[src/rtl/motor_dac_pkg.sv]
// rtl/motor_dac_pkg.sv - shared FSM encoding and frame constants for the motor DAC SPI transmitter
package motor_dac_pkg;

    typedef enum logic [2:0] {
        ST_IDLE  = 3'd0,
        ST_SETUP = 3'd1,
        ST_SHIFT = 3'd2,
        ST_HOLD  = 3'd3,
        ST_GAP   = 3'd4
    } dac_state_e;

    localparam int          MOTOR_VOL_DEF = 16;
    localparam int          FRAME_BITS    = 8 + MOTOR_VOL_DEF;
    localparam logic [7:0]  CMD_WORD_DEF  = 8'h30;

endpackage

[src/rtl/motor_dac_sclk_gen.sv]
// rtl/motor_dac_sclk_gen.sv - SCLK half-period divider issuing fall and period-end (rise) strobes
module motor_dac_sclk_gen #(
    parameter int SCLK_DIV = 2
) (
    input  logic clk_i,
    input  logic rst_i,
    input  logic en_i,
    output logic rise_stb_o,
    output logic fall_stb_o
);

    localparam int CW = $clog2(2 * SCLK_DIV);

    logic [CW-1:0] cnt_q, cnt_d;

    // Counter sits at zero while disabled so each SHIFT entry starts a fresh high half.
    always_comb begin
        cnt_d      = '0;
        rise_stb_o = 1'b0;
        fall_stb_o = 1'b0;
        if (en_i) begin
            fall_stb_o = (cnt_q == CW'(SCLK_DIV - 1));
            rise_stb_o = (cnt_q == CW'(2 * SCLK_DIV - 1));
            cnt_d      = rise_stb_o ? '0 : cnt_q + 1'b1;
        end
    end

    always_ff @(posedge clk_i or posedge rst_i) begin
        if (rst_i) begin
            cnt_q <= '0;
        end else begin
            cnt_q <= cnt_d;
        end
    end

endmodule

[src/rtl/motor_dac_spi_tx.sv]
// rtl/motor_dac_spi_tx.sv - serialises motor samples to the SPI DAC as {CMD_WORD, data} frames
// Optional MOTOR_DAC_OFFSET_BINARY_EN: send the data field as offset binary instead of two's complement.
module motor_dac_spi_tx
    import motor_dac_pkg::*;
#(
    parameter int         MOTOR_VOL = MOTOR_VOL_DEF,
    parameter logic [7:0] CMD_WORD  = CMD_WORD_DEF,
    parameter int         SCLK_DIV  = 2,
    parameter int         CS_SETUP  = 1,
    parameter int         CS_HOLD   = 1,
    parameter int         CS_GAP    = 2
) (
    input  logic                 clk_i,
    input  logic                 rst_i,
    input  logic                 motor_dac_en_i,
    input  logic [MOTOR_VOL-1:0] motor_dac_data_i,
    output logic                 dac_sclk_o,
    output logic                 dac_csn_o,
    output logic                 dac_mosi_o,
    output logic                 dac_busy_o,
    output logic                 dac_done_o,
    output logic                 dac_overrun_o
);

    localparam int FBITS = 8 + MOTOR_VOL;
    localparam int BCW   = $clog2(FBITS);

    dac_state_e            state_q, state_d;
    logic [7:0]            wait_q, wait_d;
    logic [BCW-1:0]        bit_q, bit_d;
    logic [FBITS-1:0]      shift_q, shift_d;
    logic [MOTOR_VOL-1:0]  pend_q, pend_d;
    logic                  pend_vld_q, pend_vld_d;
    logic                  sclk_q, sclk_d;
    logic                  csn_q, csn_d;
    logic                  mosi_q, mosi_d;
    logic                  busy_q, busy_d;
    logic                  done_q, done_d;
    logic                  ovr_q, ovr_d;

    logic                  rise_stb, fall_stb;
    logic                  consume;
    logic [FBITS-1:0]      frame_word;

`ifdef MOTOR_DAC_OFFSET_BINARY_EN
    assign frame_word = {CMD_WORD, ~pend_q[MOTOR_VOL-1], pend_q[MOTOR_VOL-2:0]};
`else
    assign frame_word = {CMD_WORD, pend_q};
`endif

    assign consume = (state_q == ST_IDLE) && pend_vld_q;

    motor_dac_sclk_gen #(
        .SCLK_DIV (SCLK_DIV)
    ) u_sclk_gen (
        .clk_i      (clk_i),
        .rst_i      (rst_i),
        .en_i       (state_q == ST_SHIFT),
        .rise_stb_o (rise_stb),
        .fall_stb_o (fall_stb)
    );

    always_ff @(posedge clk_i or posedge rst_i) begin
        if (rst_i) begin
            state_q    <= ST_IDLE;
            wait_q     <= '0;
            bit_q      <= '0;
            shift_q    <= '0;
            pend_q     <= '0;
            pend_vld_q <= 1'b0;
            sclk_q     <= 1'b0;
            csn_q      <= 1'b1;
            mosi_q     <= 1'b0;
            busy_q     <= 1'b0;
            done_q     <= 1'b0;
            ovr_q      <= 1'b0;
        end else begin
            state_q    <= state_d;
            wait_q     <= wait_d;
            bit_q      <= bit_d;
            shift_q    <= shift_d;
            pend_q     <= pend_d;
            pend_vld_q <= pend_vld_d;
            sclk_q     <= sclk_d;
            csn_q      <= csn_d;
            mosi_q     <= mosi_d;
            busy_q     <= busy_d;
            done_q     <= done_d;
            ovr_q      <= ovr_d;
        end
    end

    // wait_d falls back to zero on every transition, so each timed state counts from 0.
    always_comb begin
        state_d = state_q;
        wait_d  = '0;
        bit_d   = bit_q;
        case (state_q)
            ST_IDLE: begin
                bit_d = '0;
                if (pend_vld_q) state_d = ST_SETUP;
            end
            ST_SETUP: begin
                if (wait_q == 8'(CS_SETUP - 1)) state_d = ST_SHIFT;
                else                            wait_d  = wait_q + 1'b1;
            end
            ST_SHIFT: begin
                if (rise_stb) begin
                    if (bit_q == BCW'(FBITS - 1)) state_d = ST_HOLD;
                    else                          bit_d   = bit_q + 1'b1;
                end
            end
            ST_HOLD: begin
                if (wait_q == 8'(CS_HOLD - 1)) state_d = ST_GAP;
                else                           wait_d  = wait_q + 1'b1;
            end
            ST_GAP: begin
                if (wait_q == 8'(CS_GAP - 1)) state_d = ST_IDLE;
                else                          wait_d  = wait_q + 1'b1;
            end
            default: state_d = ST_IDLE;
        endcase
    end

    always_comb begin
        sclk_d  = sclk_q;
        csn_d   = csn_q;
        mosi_d  = mosi_q;
        busy_d  = busy_q;
        done_d  = 1'b0;
        shift_d = shift_q;
        case (state_q)
            ST_IDLE: begin
                busy_d = 1'b0;
                if (pend_vld_q) begin
                    shift_d = {frame_word[FBITS-2:0], 1'b0};
                    csn_d   = 1'b0;
                    busy_d  = 1'b1;
                    mosi_d  = frame_word[FBITS-1];
                end
            end
            ST_SETUP: begin
                if (state_d == ST_SHIFT) sclk_d = 1'b1;
            end
            ST_SHIFT: begin
                if (fall_stb) sclk_d = 1'b0;
                if (rise_stb && (state_d == ST_SHIFT)) begin
                    sclk_d  = 1'b1;
                    mosi_d  = shift_q[FBITS-1];
                    shift_d = {shift_q[FBITS-2:0], 1'b0};
                end
            end
            ST_HOLD: begin
                if (state_d == ST_GAP) begin
                    csn_d  = 1'b1;
                    mosi_d = 1'b0;
                    done_d = 1'b1;
                end
            end
            ST_GAP: begin
                if (state_d == ST_IDLE) busy_d = 1'b0;
            end
            default: ;
        endcase
    end

    // A capture in the same cycle IDLE consumes the buffer is a fresh sample, not an overwrite.
    always_comb begin
        pend_d     = pend_q;
        pend_vld_d = pend_vld_q;
        ovr_d      = 1'b0;
        if (consume) pend_vld_d = 1'b0;
        if (motor_dac_en_i) begin
            pend_d     = motor_dac_data_i;
            pend_vld_d = 1'b1;
            ovr_d      = pend_vld_q && !consume;
        end
    end

    assign dac_sclk_o    = sclk_q;
    assign dac_csn_o     = csn_q;
    assign dac_mosi_o    = mosi_q;
    assign dac_busy_o    = busy_q;
    assign dac_done_o    = done_q;
    assign dac_overrun_o = ovr_q;

endmodule

[config.mk]
export PLATFORM = sky130hd
export DESIGN_NAME = motor_dac_spi_tx
export DESIGN_NICKNAME = d
export VERILOG_FILES = /design/src/rtl/motor_dac_pkg.sv /design/src/rtl/motor_dac_sclk_gen.sv /design/src/rtl/motor_dac_spi_tx.sv
export SDC_FILE = /design/constraint.sdc
export NUM_CORES = 1
export LEC_CHECK = 0
export ABC_AREA = 1
export CAP_MARGIN = 20
export CORE_ASPECT_RATIO = 0.8
export CORE_UTILIZATION = 57
export CTS_CLUSTER_SIZE = 8
export DETAILED_ROUTE_END_ITERATION = 7
export PLACE_DENSITY = 0.86
export SYNTH_ARGS = -nofsm -noshare
export SYNTH_HDL_FRONTEND = slang
export SYNTH_SLANG_ARGS = --single-unit
[constraint.sdc]
create_clock -name clk_i -period 2.5 [get_ports clk_i]
set_input_delay 0.375 -clock clk_i [delete_from_list [all_inputs] [get_ports clk_i]]
set_output_delay 0.375 -clock clk_i [all_outputs]
set_load 0.05 [all_outputs]
* Word level (Yosys, flattened, before mapping)
Index checks and enable logic that the tools add are counted.
** Word-level totals
- Bits in registers :: 65
- Bits of input ports :: 19
- Output and inout port bits :: 6
- Logic and storage cells :: 92
** Cells by class
- Add/subtract/negate cells :: 3
- Equality and inequality tests :: 18
- Mux-type cells :: 38
- Reduce and logical (&&, ||, !) cells :: 20
** Operators with widths (number)
- $mux W24 :: 2
- $pmux W24 S2 :: 1
- $mux W3 :: 6
- $mux W1 :: 16
- $mux W8 :: 2
- $pmux W8 S2 :: 1
- $pmux W3 S5 :: 1
- $ne A2 B2 Y1 const B :: 7
- $reduce_and A3 Y1 :: 4
- $mux W5 :: 2
- $pmux W5 S2 :: 1
- $reduce_bool A2 Y1 :: 5
- $eq A3 B2 Y1 const B :: 3
- $add A8 B1 Y8 const B :: 1
- $eq A8 B1 Y1 const B :: 1
- $logic_not A8 Y1 :: 1
- $eq A3 B3 Y1 const B :: 2
- $logic_not A3 Y1 :: 2
- $pmux W1 S2 :: 3
- $add A5 B1 Y5 const B :: 1
- $eq A5 B5 Y1 const B :: 1
- $mux W2 :: 2
- $reduce_and A4 Y1 :: 1
- $eq A3 B1 Y1 const B :: 1
- 10 further kinds :: 12

* Longest topological paths before layout
Gate-level depths: netlist of run 1.
- Word-level depth :: 8
- Depth in mapped cells :: 13
- Mapped depth without buffers :: 11

* Hierarchy
From an unflattened synthesis of run 1, not the netlist that was laid out.
** Second synthesis, totals
- Cell total of the unflattened synthesis :: 389
- Area, all modules :: 3109.2 µm²
** By module, submodules not included
- motor_dac_spi_tx :: instances 1, cells each 374, area an instance 2992.9 µm², sequential area each 1552.7 µm²
- motor_dac_sclk_gen :: instances 1, cells each 15, area an instance 116.4 µm², sequential area each 50.0 µm²

* Worst setup path after synthesis of run 1
Ideal clock, no wire load.
- Path kind :: reg-to-reg
- Start :: reg wait_q[0]
- End :: reg shift_q[1]
- Library setup time :: 117 ps
- Arrival time :: 1550 ps
- Data required time :: 2383 ps
- Path slack :: 833 ps
- Stages on the path, launching flop included :: 13
- Path buffers :: 1
- Period minus slack after synthesis :: 1667 ps
- Path through :: dfrtp_1 -> inv_1 -> ha_1 -> nand2_1 -> o21ai_0 -> nand2_1 -> nor2_1 -> nand3_1 -> nand2_1 -> nand3_2 -> buf_6 -> nand2_1 -> nand2_1
** On the way
- Word-level cells in the longest chain between the ends :: 7
- Elaborated cells on any way between the ends :: 10
- Classes of those cells :: eq/ne (3); mux (4); reduce/logical (3)
** RTL lines
- start, declared :: line motor_dac_spi_tx.sv:29 : logic [7:0] wait_q, wait_d;
- start signal, assigned :: line motor_dac_spi_tx.sv:79 : wait_q <= wait_d;
- $eq A8 B1 Y1 or $logic_not A8 Y1 (tied branches) :: line motor_dac_spi_tx.sv:118, motor_dac_spi_tx.sv:104, motor_dac_spi_tx.sv:114
- $mux W3, on equally long branches :: line motor_dac_spi_tx.sv:118, motor_dac_spi_tx.sv:104, motor_dac_spi_tx.sv:114
- $pmux W3 S5 * :: line motor_dac_spi_tx.sv:98 : case (state_q)
- $eq A3 B2 Y1 * :: line motor_dac_spi_tx.sv:147 : if (rise_stb && (state_d == ST_SHIFT)) begin
- $logic_and A1 B1 Y1 * :: line motor_dac_spi_tx.sv:147
- $ne A2 B2 Y1 (no line) *
- $reduce_and A3 Y1 (no line) *
- end signal, assigned :: line motor_dac_spi_tx.sv:81 : shift_q <= shift_d;
- end, declared :: line motor_dac_spi_tx.sv:31 : logic [FBITS-1:0] shift_q, shift_d;
Every way passes the cells marked *; elsewhere a longest branch is shown, timed or not.
A chain may end at the register's enable or synchronous reset.

* Worst setup path in the final report of run 1
- Start :: reg state_q[2]
- End :: reg shift_q[9]
** On the way
- Word-level cells in the longest chain between the ends :: 8
- Elaborated cells on any way between the ends :: 20
- Classes of those cells :: eq/ne (7); mux (9); reduce/logical (4)
** RTL lines
- start, declared :: line motor_dac_spi_tx.sv:28 : dac_state_e state_q, state_d;
- start signal, assigned :: line motor_dac_spi_tx.sv:78 : state_q <= state_d;
- $eq A3 B2 Y1 :: line motor_dac_spi_tx.sv:58, motor_dac_spi_tx.sv:98, motor_dac_spi_tx.sv:132
- $mux W1 :: line motor_dac_sclk_gen.sv:21 : if (en_i) begin
- $mux W3 :: line motor_dac_spi_tx.sv:108 : if (rise_stb) begin
- $pmux W3 S5 :: line motor_dac_spi_tx.sv:98
- $eq A3 B2 Y1 :: line motor_dac_spi_tx.sv:147
- $logic_and A1 B1 Y1 :: line motor_dac_spi_tx.sv:147
- $ne A2 B2 Y1 (no line)
- $reduce_and A3 Y1 (no line)
Several ways; a longest one is shown, not always the timed one.

==> summary.txt, run 1 <==
Avg WL per Cell = 13.65 um
DR iter-0 viols = 183
Final core occ = 69.72%
Post-synth EDFFs = 0
Fillcell total = 395
TritonCTS clock tree = yes
Max VDD drop = 0.5660 mV
Dpl hpwl = 4122 um
# hold bufs at CTS = 0
All-Layer GR Usage = 26.44%
Worst Tran Pin Value = 564.3 ps
CP Class = register to register
Drt via density = 5.388
# Post-CTS Setup Buffers = 0
Min Tclk post-route = 2133 ps
Share of post-route cells with drive strength above 1 = 7.769%
Sink Count = 64
Ant diodes = 0
Total core area = 5007 um2
PwrDens = 621.3 nW/um2
Die Span X = 82.57 um
Initial Utilization = 59.12%
Synth warnings = 0
Root buf cell = clkbuf_8
Post-CTS Resized = 0
Num CTS Buffers = 9
Clk slew on worst S/H paths = 70 ps
Syn-to-layout area delta = 17.92%
Final hold viol count = 0
Register area share after synthesis = 54.14%
Final Power = 2.169 mW
Worst skew pair latency = 340 ps
DRT Pass-1 Iters = 4
Via count = 2484
Largest net degree at the start of global routing = 26
CP dominant cell by count = nand2_1
Final antenna-violating net count = 0
GRT overflow = 0
Worst Setup End Kind = register
H-tree Lvls = 3
Hold Path Class = input port to async pin
Max Clk Rate = 468.8 MHz
FP Rows = 23
Clock Tree Buf Depth = 2
Post-synthesis async set-or-reset flop share = 100.0%
Slew Limit Fails = 0
Crit start category = register
Setup violators final = 0
Crit path max-delay cell type = dfrtp_1
Setup TNS = 0 ps
Die Footprint = 5488 um2
Crit-path max FO = 23
Syn nets = 390
Worst path cell trace = nor2_2 -> inv_2 -> nor2_1 -> buf_4 -> nand2_1 -> nor2_1 -> nor2_1 -> nand3_1 -> nand2_1 -> nand3_2 -> nand2_1 -> nand2_1
CP max stage delay = 430 ps
First-pass GRT wire length = 10520 um
Design Area, Final = 3491 um2
RD Place Congestion = 0.7539
Static leakage = 1.874 nW
Vias in the first global route = 2361
Die extent in y = 66.46 um
Io pins = 25
Yosys reg bits = 64
Req. time, crit path = 2780 ps
Port buffer count = 24
Worst Path Arrival = 2420 ps
Top FF cell, synth = dfrtp_1
Worst rel slew slack = 62.21%
Final critical-path share of the clock period = 85.33%
Syn Area/Cell = 8.111 um2
Max cap viols = 0
Dpl cell area = 3277 um2
Outcome = finished, final reports clean
Mapped Cells = 365
Initial antenna violation count = 0
Final WS setup = 366.8 ps
Count of different cell masters after synthesis = 27
Clock skew = 10.38 ps
Residual DRC count = 0
Synthesized area = 2960 um2
RSZ-0062 raised after global routing = false
Pre-CTS setup slack = 401.9 ps
Final WL = 6293 um
Nets = 419
[area by class of cell]
type | instances | area, um2 | area share [%]
Sequential cell | 64 | 1603 | 45.91
Multi-Input combinational cell | 260 | 1179 | 33.76
Timing Repair Buffer | 33 | 320.3 | 9.176
Clock buffer | 13 | 148.9 | 4.265
Inverter | 26 | 97.59 | 2.796
Tap cell | 62 | 77.57 | 2.222
Clock inverter | 3 | 65.06 | 1.864
[where the power goes]
group          switching, mW  internal, mW  leakage, nW  total (mW)
clock                  0.380         0.588        0.108       0.969
combinational         0.0597        0.0522        0.961       0.112
sequential            0.0181          1.07        0.805        1.09
total                  0.458          1.71         1.87        2.17
[metrics by stage]
stage | hold slack, ps | std cells
global placement | 450.8 | 445
finish | 408.6 | 461
global route | 450.9 | 461
floorplan | 434.5 | 365
detailed placement | 455.2 | 445
CTS | 408.7 | 461
[path summary, 6_finish.rpt]
kind	endpoint	from	depth (start not counted)	slack, ps
min reg2reg	pend_q[10]$_DFFE_PP0P_	pend_q[10]$_DFFE_PP0P_	2	470
min in group clk_i	pend_q[10]$_DFFE_PP0P_	pend_q[10]$_DFFE_PP0P_	2	470
max reg2reg	shift_q[9]$_DFFE_PP0P_	state_q[2]$_DFF_PP0_	12	370
max	shift_q[9]$_DFFE_PP0P_	state_q[2]$_DFF_PP0_	12	370
max in group asynchronous	shift_q[16]$_DFFE_PP0P_	rst_i	3	1520
min	wait_q[6]$_DFF_PP0_	rst_i	2	410
[cell families after synthesis]
family / share of synthesized area, %
adder cells (fa/ha/maj): 2.536
buffers and inverters: 6.044
XOR/XNOR: 1.775
flip-flops: 54.14
AO/OA/AOI/OAI: 2.916
AND/OR/NAND/NOR: 32.59
[registers in the layout (all words and copies together) (netlist names)]
register / count
bit_q: 5
dac_busy_o: 1
dac_csn_o: 1
dac_done_o: 1
dac_mosi_o: 1
dac_overrun_o: 1
dac_sclk_o: 1
pend_q: 16
pend_vld_q: 1
shift_q: 23
state_q: 3
u_sclk_gen.cnt_q: 2
wait_q: 8
[layout by cell type (no fill, tap or decap), types with 8 or more instances in the layout]
cell               n
nand2_1          169
dfrtp_1           63
nor2_1            25
clkdlybuf4s50_1   24
inv_1             23
nand4_1           19
nand3_1           10
clkbuf_8          10
o21ai_0            8
buf_4              8
[worst max-delay path: cells and delay by family, from the launching register on]
kind                   cells  cell delay (ps)
flip-flops                 1              430
buffers and inverters      2              350
AND/OR/NAND/NOR           10             1280
[metal layers]
metal | GRT usage, % | share of wire (%) | up-vias
li1 | - | - | 1200
met1 | 33.69 | 43 | 1175
met2 | 40.08 | 48 | 91
met3 | 7.808 | 5.8 | 18
met4 | 15.09 | 2.7 | 0
met5 | 0 | 0 | -
[Yosys cell counts, types with 3 or more instances]
library cell  number  area (um2)
nand2_1          169       634.4
xor2_1             3       26.28
dfrtp_1           63        1577
or2_2              3       18.77
nor3_1             3       15.01
nor2_1            25       93.84
ha_1               6       75.07
nand4_1           19       118.9
nand3_1           10       50.05
inv_1             24       90.09
a21oi_1            3       15.01
o21ai_0            8       40.04
xnor2_1            3       26.28
clkbuf_1           9       33.78
Note: power is estimated with default switching activity, not from simulation.
==> inputs of run 2 (changes only) <==
--- a/config.mk
+++ b/config.mk
@@ -8,10 +8,10 @@
 export ABC_AREA = 1
 export CAP_MARGIN = 20
 export CORE_ASPECT_RATIO = 0.8
-export CORE_UTILIZATION = 57
+export CORE_UTILIZATION = 45
 export CTS_CLUSTER_SIZE = 8
 export DETAILED_ROUTE_END_ITERATION = 7
-export PLACE_DENSITY = 0.86
+export PLACE_DENSITY = 0.72
 export SYNTH_ARGS = -nofsm -noshare
 export SYNTH_HDL_FRONTEND = slang
 export SYNTH_SLANG_ARGS = --single-unit
==> summary.txt, run 2 (synthesis results as in run 1) <==
Outcome = finished, final reports clean
Commonest non-fill, non-tap cell in the layout = nand2_1
DRT Pass-1 Iters = 4
Drt via density = 4.809
Nets = 417
Worst Setup End Kind = register
Most frequent cells in the layout = 169 x nand2_1, 63 x dfrtp_1, 25 x nor2_1, 24 x clkdlybuf4s50_1, 23 x inv_1
Final hold viol count = 0
Pre-CTS setup slack = 398.6 ps
All-Layer GR Usage = 19.62%
Num CTS Buffers = 9
# hold bufs at CTS = 0
Clock Tree Buf Depth = 2
Crit start category = register
Final WL = 5647 um
Max VDD drop = 0.3206 mV
Clk slew on worst S/H paths = 60 ps
Slew Limit Fails = 0
Max Clk Rate = 477.0 MHz
Crit-path max FO = 23
Worst Path Arrival = 2320 ps
Avg WL per Cell = 11.74 um
DR iter-0 viols = 130
First-pass GRT wire length = 10460 um
FP Rows = 26
Ant diodes = 0
Worst Tran Pin Value = 524.3 ps
Die extent in y = 74.55 um
Post-CTS Resized = 0
Clock skew = 6.701 ps
Hold Path Class = input port to async pin
Vias in the first global route = 2352
Biggest regs = shift_q: 23 flops, pend_q: 16 flops, wait_q: 8 flops
Max reg flops = 23
Worst rel slew slack = 64.89%
Setup violators final = 0
Final antenna-violating net count = 0
RSZ-0062 raised after global routing = false
Via count = 2313
Worst skew pair latency = 330 ps
Top reg by flops = shift_q
TritonCTS clock tree = yes
Initial antenna violation count = 0
Total core area = 6376 um2
Largest net degree at the start of global routing = 65
Dpl hpwl = 3646 um
Final critical-path share of the clock period = 83.85%
Die Span X = 92.68 um
Syn-to-layout area delta = 17.84%
GRT overflow = 0
Static leakage = 1.860 nW
Fillcell total = 609
Final WS setup = 403.7 ps
Port buffer count = 24
Req. time, crit path = 2720 ps
Residual DRC count = 0
# Post-CTS Setup Buffers = 0
Io pins = 25
RD Place Congestion = 0.7384
Min Tclk post-route = 2096 ps
Setup TNS = 0 ps
Die Footprint = 6909 um2
Share of post-route cells with drive strength above 1 = 7.557%
Max cap viols = 0
Sink Count = 64
PwrDens = 598.0 nW/um2
H-tree Lvls = 3
Initial Utilization = 46.43%
Root buf cell = clkbuf_8
CP Class = register to register
run 2: cell types whose count changed in the layout (fill, tap and decap cells not counted):
cell,delta
clkinv_2,+1
bufinv_16,-1
clkbuf_8,+1
clkbuf_1,-1
buf_4,-2
run 2: critical path, stage by stage (launching register included):
cell	delay [ps]
dfrtp_1	420
inv_1	70
ha_1	140
nand2_1	80
o21ai_0	240
nand2_1	80
nor2_1	130
nand3_1	90
nand2_1	100
nand3_2	380
nand2_1	190
nand2_1	60
run 2: final cells by class:
class / count / area (um2) / share of cell area [%]
Clock buffer: 13 / 158.9 / 4.555
Inverter: 26 / 97.59 / 2.798
Multi-Input combinational cell: 260 / 1179 / 33.79
Timing Repair Buffer: 31 / 305.3 / 8.752
Sequential cell: 64 / 1603 / 45.95
Clock inverter: 3 / 40.04 / 1.148
Tap cell: 84 / 105.1 / 3.013
run 2: stage by stage:
stage          utilization (%)  hold slack [ps]  area [um2]  total power [mW]  std cells
6_report                 54.71            406.1        3488             2.086        481
2_1_floorplan                -            434.5        2960             1.164        365
4_1_cts                  54.71            421.7        3488             2.117        481
3_5_place_dp             51.59            458.8        3289             1.217        465
5_1_grt                  54.71            450.0        3488             2.181        481
3_3_place_gp             51.59            449.2        3289             1.214        465
run 2: routing by layer:
layer	track usage [%]	vias to the layer above	routed length, um
met5	0	-	0
met4	5.641	0	19
met3	6.748	2	268
met2	32.92	52	2602
met1	24.52	1064	2758
li1	-	1195	-
run 2: path summary, 6_finish.rpt:
check / start / end / slack [ps] / cells after the start
setup / recovery: wait_q[0]$_DFF_PP0_ / shift_q[9]$_DFFE_PP0P_ / 400 / 11
hold / removal: rst_i / pend_q[15]$_DFFE_PP0P_ / 410 / 3
setup reg to reg: wait_q[0]$_DFF_PP0_ / shift_q[9]$_DFFE_PP0P_ / 400 / 11
hold reg to reg: dac_csn_o$_DFFE_PP1P_ / dac_csn_o$_DFFE_PP1P_ / 470 / 2
max in group asynchronous: rst_i / dac_csn_o$_DFFE_PP1P_ / 1770 / 3
min in group clk_i: dac_csn_o$_DFFE_PP1P_ / dac_csn_o$_DFFE_PP1P_ / 470 / 2
run 2: report_power, final:
group / internal (mW) / total, mW / switching (mW)
Sequential: 1.07 / 1.09 / 0.0182
Clock: 0.513 / 0.890 / 0.378
Combinational: 0.0503 / 0.107 / 0.0570
Total: 1.63 / 2.09 / 0.453
==> patch 1: new RTL, flow settings as in run 2 <==
Make the reset (`rst_i`) synchronous in 2 clocked blocks.
--- a/src/rtl/motor_dac_sclk_gen.sv
+++ b/src/rtl/motor_dac_sclk_gen.sv
@@ -27,3 +27,3 @@
 
-    always_ff @(posedge clk_i or posedge rst_i) begin
+    always_ff @(posedge clk_i) begin
         if (rst_i) begin
--- a/src/rtl/motor_dac_spi_tx.sv
+++ b/src/rtl/motor_dac_spi_tx.sv
@@ -62,3 +62,3 @@
 
-    always_ff @(posedge clk_i or posedge rst_i) begin
+    always_ff @(posedge clk_i) begin
         if (rst_i) begin
Formal check against the unedited RTL: differs if rst_i is asserted again (counterexample within 4 cycles, from zero or initial values and one cycle with rst_i high); with rst_i held inactive, the same outputs for 10 cycles.
==> patch 1 against run 2 <==
Setup slack better by 0.22 ns; area after synthesis decreased by 3.1%; register-to-register slack better by 0.24 ns; sequential share of layout area decreased by 7.7 points; sequential cell count is the same; cell area fell by 3.9%; clock skew down 0.00084 ns; critical path depth fell by 10; routed wire length decreased by 2.1%; worst hold slack improved by 0.046 ns; fmax up 12%; critical endpoint is now dac_sclk_o.
Power is not compared: it rests on default switching activity, and its combinational part moved more than twofold at a synthesized area within 25%.
==> patch 1: results (changes against run 2) <==
Layout
  • Share of post-route cells with drive strength above 1: 0.0667 (was 0.0756)
  • Nets@finish: 455 (was 417)
  • Regs by FF count: shift_q x23, pend_q x16, wait_q x8 (unchanged)

Pwr
  • Peak VDD IR: 329 uV
  • Leakage power: around 1.5 nW

Yosys
  • Sequential area share after synthesis: 0.447 (was 0.541)
  • Top_reg_cell synth: dfxtp_1 (was dfrtp_1)
  • Synth area leaders: dfxtp_1 (45%), nor2_1 (12%), nand2_1 (11%) (was dfrtp_1 (53%), nand2_1 (21%), nand4_1 (4.0%))
  • FFs w/ async S/R, synth: 0 (was 1.00)
  • Post-Syn Nets: 432 (was 390)
  • Synth cell types: 30 (was 27)
  • Top cells by count, synth: nor2_1 (92), nand2_1 (83), dfxtp_1 (64), inv_1 (44), o21ai_0 (34) (was nand2_1 (169), dfrtp_1 (63), nor2_1 (25), inv_1 (24), nand4_1 (19))

Global routing
  • Vias in the first global route: 2196 (was 2352)
  • Met1 global-route usage: 0.222 (was 0.245)
  • All-Layer GR Usage: 0.181 (was 0.196)
  • Met3 Usage GRT: 0.0683 (was 0.0675)
  • Grt met2 use: 0.295 (was 0.329)
  • First-pass GRT wire length: 9400 um (was 10500 um)
  • Largest net degree at the start of global routing: 43 (was 65)

Worst setup path
  • Largest delay contributor family on the critical path: buffers and inverters (was simple AND/OR/NAND/NOR gates)
  • Worst path slowest cell: clkdlybuf4s50_1 (was dfrtp_1)
  • Slowest stage delay, CP: 0.81 ns (was 0.42 ns)
  • Crit Path Max Fanout: 2 (was 23)

Placement
  • RD Place Congestion: 0.832 (was 0.738)
  • DP HPWL: 3650 um (about the same)
  • Cell Area, Placed: 3150 um^2 (was 3290 um^2)

Drt
  • Via count: 2451 (was 2313)
  • Wire per inst: 10.7 um (was 11.7 um)
  • Initial DRC count: 145 (was 130)

Run status
  • Status: finished, final reports clean (unchanged)

Clocking
  • CTS root buf: clkbuf_8 (unchanged)
  • Post-CTS sizing: 0 (unchanged)
  • Postcts setup bufs: 0 (unchanged)

Hold path
  • Hold Crit Class: flip-flop to flip-flop (was primary input to asynchronous set/reset pin)

STA
  • Worst Max-Slew Pin Slew: 0.505 ns (was 0.524 ns)
  • Setup Skew: 0.00586 ns (was 0.00670 ns)
[patch 1: cell types whose count changed in the layout (fill, tap and decap cells not counted), moves of 3 or more]
cell	run 2	this run
a21oi_1	3	18
dfrtp_1	63	0
nor3_1	3	7
nand2_1	169	83
nand3_1	10	14
nor2_1	25	92
nand4_1	19	6
dfxtp_1	0	64
o21ai_0	8	34
inv_1	23	44
xor2_1	3	6
[patch 1: metal layers]
metal | share of wire | routed length [um] | up-vias
met5 | 0 | 0 | -
met4 | 0.014 | 76 | 0
met1 | 0.52 | 2890 | 1095
met2 | 0.43 | 2360 | 31
met3 | 0.037 | 207 | 9
li1 | - | - | 1316
[patch 1: power by group]
group	switching [W]	internal, W
clock	0.000400	0.000511
combinational	0.000207	0.000121
sequential	0.0000308	0.00109
total	0.000638	0.00172
[patch 1: path summary, 6_finish.rpt]
kind	startpoint	to	slack, ns	cells after the start
hold / removal	u_sclk_gen.cnt_q[0]$_SDFF_PP0_	u_sclk_gen.cnt_q[0]$_SDFF_PP0_	0.45	1
setup reg to reg	bit_q[0]$_SDFFE_PP0P_	shift_q[4]$_SDFFE_PP0P_	0.64	10
hold reg to reg	u_sclk_gen.cnt_q[0]$_SDFF_PP0_	u_sclk_gen.cnt_q[0]$_SDFF_PP0_	0.45	1
setup / recovery	dac_sclk_o$_SDFFE_PP0P_	dac_sclk_o	0.62	1
[patch 1: area by class of cell]
type	instances	area, um^2
flip-flops and latches	64	1280
multi-input cells	280	1320
clock buffers	11	151
clock inverters	5	55.1
well taps	81	101
inverters	47	176
repair buffers	28	270
fillers	579	2690
[patch 1: stage by stage]
step	total power (W)	cells	hold WS (ns)	setup slack, ns
final	0.00236	516	0.452	0.625
after global routing	0.00248	516	0.482	0.425
after CTS	0.00238	516	0.459	0.599
after floorplan	0.00140	407	0.421	1.02
after detailed placement	0.00147	500	0.446	0.624
after global placement	0.00146	500	0.436	0.674
[patch 1: cell families after synthesis]
kind of cell / count (synthesis) / synth area share
XOR/XNOR: 7 / 0.0214
AND/OR/NAND/NOR: 210 / 0.308
adder cells (fa/ha/maj): 6 / 0.0262
buffers and inverters: 63 / 0.0946
flip-flops: 64 / 0.447
AO/OA/AOI/OAI: 57 / 0.103
[patch 1: worst register-to-register path, stage by stage (launching register included)]
cell	delay, ns
dfxtp_1	0.37
ha_1	0.23
inv_1	0.05
nor2_1	0.13
nand3_1	0.17
nand2_2	0.16
nand2_4	0.10
nand3_4	0.31
nand2_1	0.11
nand2_1	0.09
nor2_1	0.04
==> patch 2: new RTL, settings of run 2 <==
Without the edit above. The parameter `CS_HOLD` goes from 1 to 0.
--- a/src/rtl/motor_dac_spi_tx.sv
+++ b/src/rtl/motor_dac_spi_tx.sv
@@ -9,3 +9,3 @@
     parameter int         CS_SETUP  = 1,
-    parameter int         CS_HOLD   = 1,
+    parameter int         CS_HOLD   = 0,
     parameter int         CS_GAP    = 2
Function: no difference found for any inputs over 10 cycles, from zero or initial values and one cycle with rst_i high; that may be too few to reach the edited logic, so the function may still have changed.
==> patch 2 against run 2 <==
Setup slack gained 0.040 ns; synthesized cell count grew 1.1%; combinational power is essentially flat; area after synthesis grew 4.8%; largest power group unchanged; critical path depth grew 1; routed wire length grew 3.0%; fmax grew 1.9%; power grew 6.8%; cell area grew 4.1%; sequential cell count is the same; via count grew 1.8%; utilization grew 1.1 points.
==> patch 2: results (changes against run 2) <==
Run status
  • Status: finished, final reports clean (unchanged)

Yosys
  • Synth area leaders: dfrtp_1 (51%), nand2_1 (20%), nand4_1 (4.0%) (was dfrtp_1 (53%), nand2_1 (21%), nand4_1 (4.0%))
  • Synth cell types: 38 (was 27)
  • Top cells by count, synth: nand2_1 (166), dfrtp_1 (63), inv_1 (22), nand4_1 (20), nor2_1 (18) (was nand2_1 (169), dfrtp_1 (63), nor2_1 (25), inv_1 (24), nand4_1 (19))
  • FFs w/ async S/R, synth: 1.00 (unchanged)
  • Top_reg_cell synth: dfrtp_1 (unchanged)
  • Yosys warns: 0 (unchanged)
  • Post-Syn Nets: 394 (was 390)
  • Sequential area share after synthesis: 0.517 (was 0.541)

Clocking
  • Latest clock arrival within the worst-skew pair: roughly 0.34 ns
  • TritonCTS Buffers: 9 (unchanged)
  • Post-CTS sizing: 0 (unchanged)
  • H-tree Lvls: 3 (unchanged)
  • Clock transition at path regs: around 0.070 ns
  • Postcts setup bufs: 0 (unchanged)
  • CTS root buf: clkbuf_8 (unchanged)
  • Max Root-Sink Buffers: 2 (unchanged)

Worst setup path
  • Crit Path Max Fanout: 23 (unchanged)
  • RR Endpoint: shift_q[8]$_DFFE_PP0P_ (was shift_q[9]$_DFFE_PP0P_)
  • RR Startpoint: wait_q[0]$_DFF_PP0_ (unchanged)
  • Arrival @ worst endpoint: 2.28 ns (was 2.32 ns)
  • Largest delay contributor family on the critical path: simple AND/OR/NAND/NOR gates (unchanged)
  • Worst path slowest cell: dfrtp_1 (unchanged)
  • Setup slack, reg-to-reg: 0.44 ns (was 0.40 ns)
  • Worst Reg-to-Reg Cells: 12 (was 11)
  • Slowest stage delay, CP: 0.43 ns

Layout
  • Nets@finish: 422 (was 417)
  • Regs by FF count: shift_q x23, pend_q x16, wait_q x8 (unchanged)
  • # diodes: 0 (unchanged)
  • Share of post-route cells with drive strength above 1: 0.114 (was 0.0756)
  • Fill cell count: 595 (was 609)

STA
  • Setup Skew: 0.0142 ns (was 0.00670 ns)
  • Count of final hold-check violations: 0 (unchanged)
  • Max_slew headroom: 0.612 (was 0.649)

Drt
  • Total Wirelength: 5820 um (was 5650 um)
  • Drt pass-1 iters: 4 (unchanged)
  • Via count: 2355 (was 2313)
  • Initial DRC count: 162 (was 130)

Global routing
  • Met1 global-route usage: 0.267 (was 0.245)
  • Largest net degree at the start of global routing: 65 (unchanged)
  • First-pass GRT wire length: 10400 um (was 10500 um)
  • Antenna violations before repair: 0 (unchanged)
  • Grt met2 use: 0.264 (was 0.329)
  • All-Layer GR Usage: 0.186 (was 0.196)
  • Vias in the first global route: 2278 (was 2352)
  • Met3 Usage GRT: 0.0619 (was 0.0675)

Placement
  • Buffers on Ports: 24 (unchanged)
  • RD Place Congestion: 0.767 (was 0.738)
  • Cell Area, Placed: 3400 um^2 (was 3290 um^2)
  • DP HPWL: 3810 um (was 3650 um)

Pwr
  • Leakage power: 1.89 nW (was 1.86 nW)
  • Peak VDD IR: 363 uV (was 321 uV)

Hold path
  • Hold Crit Class: primary input to asynchronous set/reset pin (unchanged)
patch 2: report_power, final:
| group | switching [W] | internal, W | leakage (nW) |
|---|---|---|---|
| clock | 0.000388 | 0.000645 | 0.117 |
| combinational | 0.0000569 | 0.0000499 | 0.961 |
| sequential | 0.0000192 | 0.00107 | 0.807 |
patch 2: worst max-delay path by stage:
| stage | startpoint | end | slack, ns | cells after the start |
|---|---|---|---|---|
| 3_3_place_gp | state_q[2]$_DFF_PP0_ | shift_q[11]$_DFFE_PP0P_ | 0.54 | 11 |
| 3_5_place_dp | wait_q[0]$_DFF_PP0_ | shift_q[6]$_DFFE_PP0P_ | 0.48 | 12 |
| 4_1_cts | wait_q[0]$_DFF_PP0_ | shift_q[8]$_DFFE_PP0P_ | 0.43 | 12 |
| 5_1_grt | wait_q[0]$_DFF_PP0_ | shift_q[4]$_DFFE_PP0P_ | 0.25 | 12 |
| 2_1_floorplan | rst_i | bit_q[0]$_DFFE_PP0P_ | 0.53 | 1 |
| 6_report | wait_q[0]$_DFF_PP0_ | shift_q[8]$_DFFE_PP0P_ | 0.44 | 12 |
patch 2: metal layers:
| metal | part of all wire | routed length, um |
|---|---|---|
| met2 | 0.44 | 2580 |
| met1 | 0.53 | 3060 |
| met4 | 0.0038 | 22 |
| met5 | 0 | 0 |
| met3 | 0.026 | 152 |
patch 2: final cells by class:
class                           instances  area (um^2)  share of cell area
Clock inverter                          2         60.1              0.0165
Multi-Input combinational cell        266         1290               0.356
Sequential cell                        64         1600               0.442
Inverter                               26          100              0.0276
Timing Repair Buffer                   30          298              0.0820
Tap cell                               84          105              0.0290
Clock buffer                           14          173              0.0476
patch 2: stage by stage:
stage / worst slack, ns / total power, W / cells / hold slack [ns]
2_1_floorplan: 0.529 / 0.00116 / 369 / 0.434
3_3_place_gp: 0.543 / 0.00121 / 470 / 0.449
3_5_place_dp: 0.481 / 0.00122 / 470 / 0.456
4_1_cts: 0.433 / 0.00225 / 486 / 0.423
5_1_grt: 0.253 / 0.00233 / 486 / 0.457
6_report: 0.443 / 0.00223 / 486 / 0.406
patch 2: cell families (layout without fill, tap and decap cells):
family / Yosys count / after routing / synth area share
compound gates: 16 / 16 / 0.0307
xor+xnor: 5 / 5 / 0.0141
fa+ha+maj: 6 / 6 / 0.0242
buf+inv: 39 / 72 / 0.0670
flops: 64 / 64 / 0.517
simple gates: 239 / 239 / 0.347
patch 2: worst min-delay path, cell delays in order:
cell and delay, ns:
clkdlybuf4s50_1 0.41, inv_2 0.07, buf_12 0.29
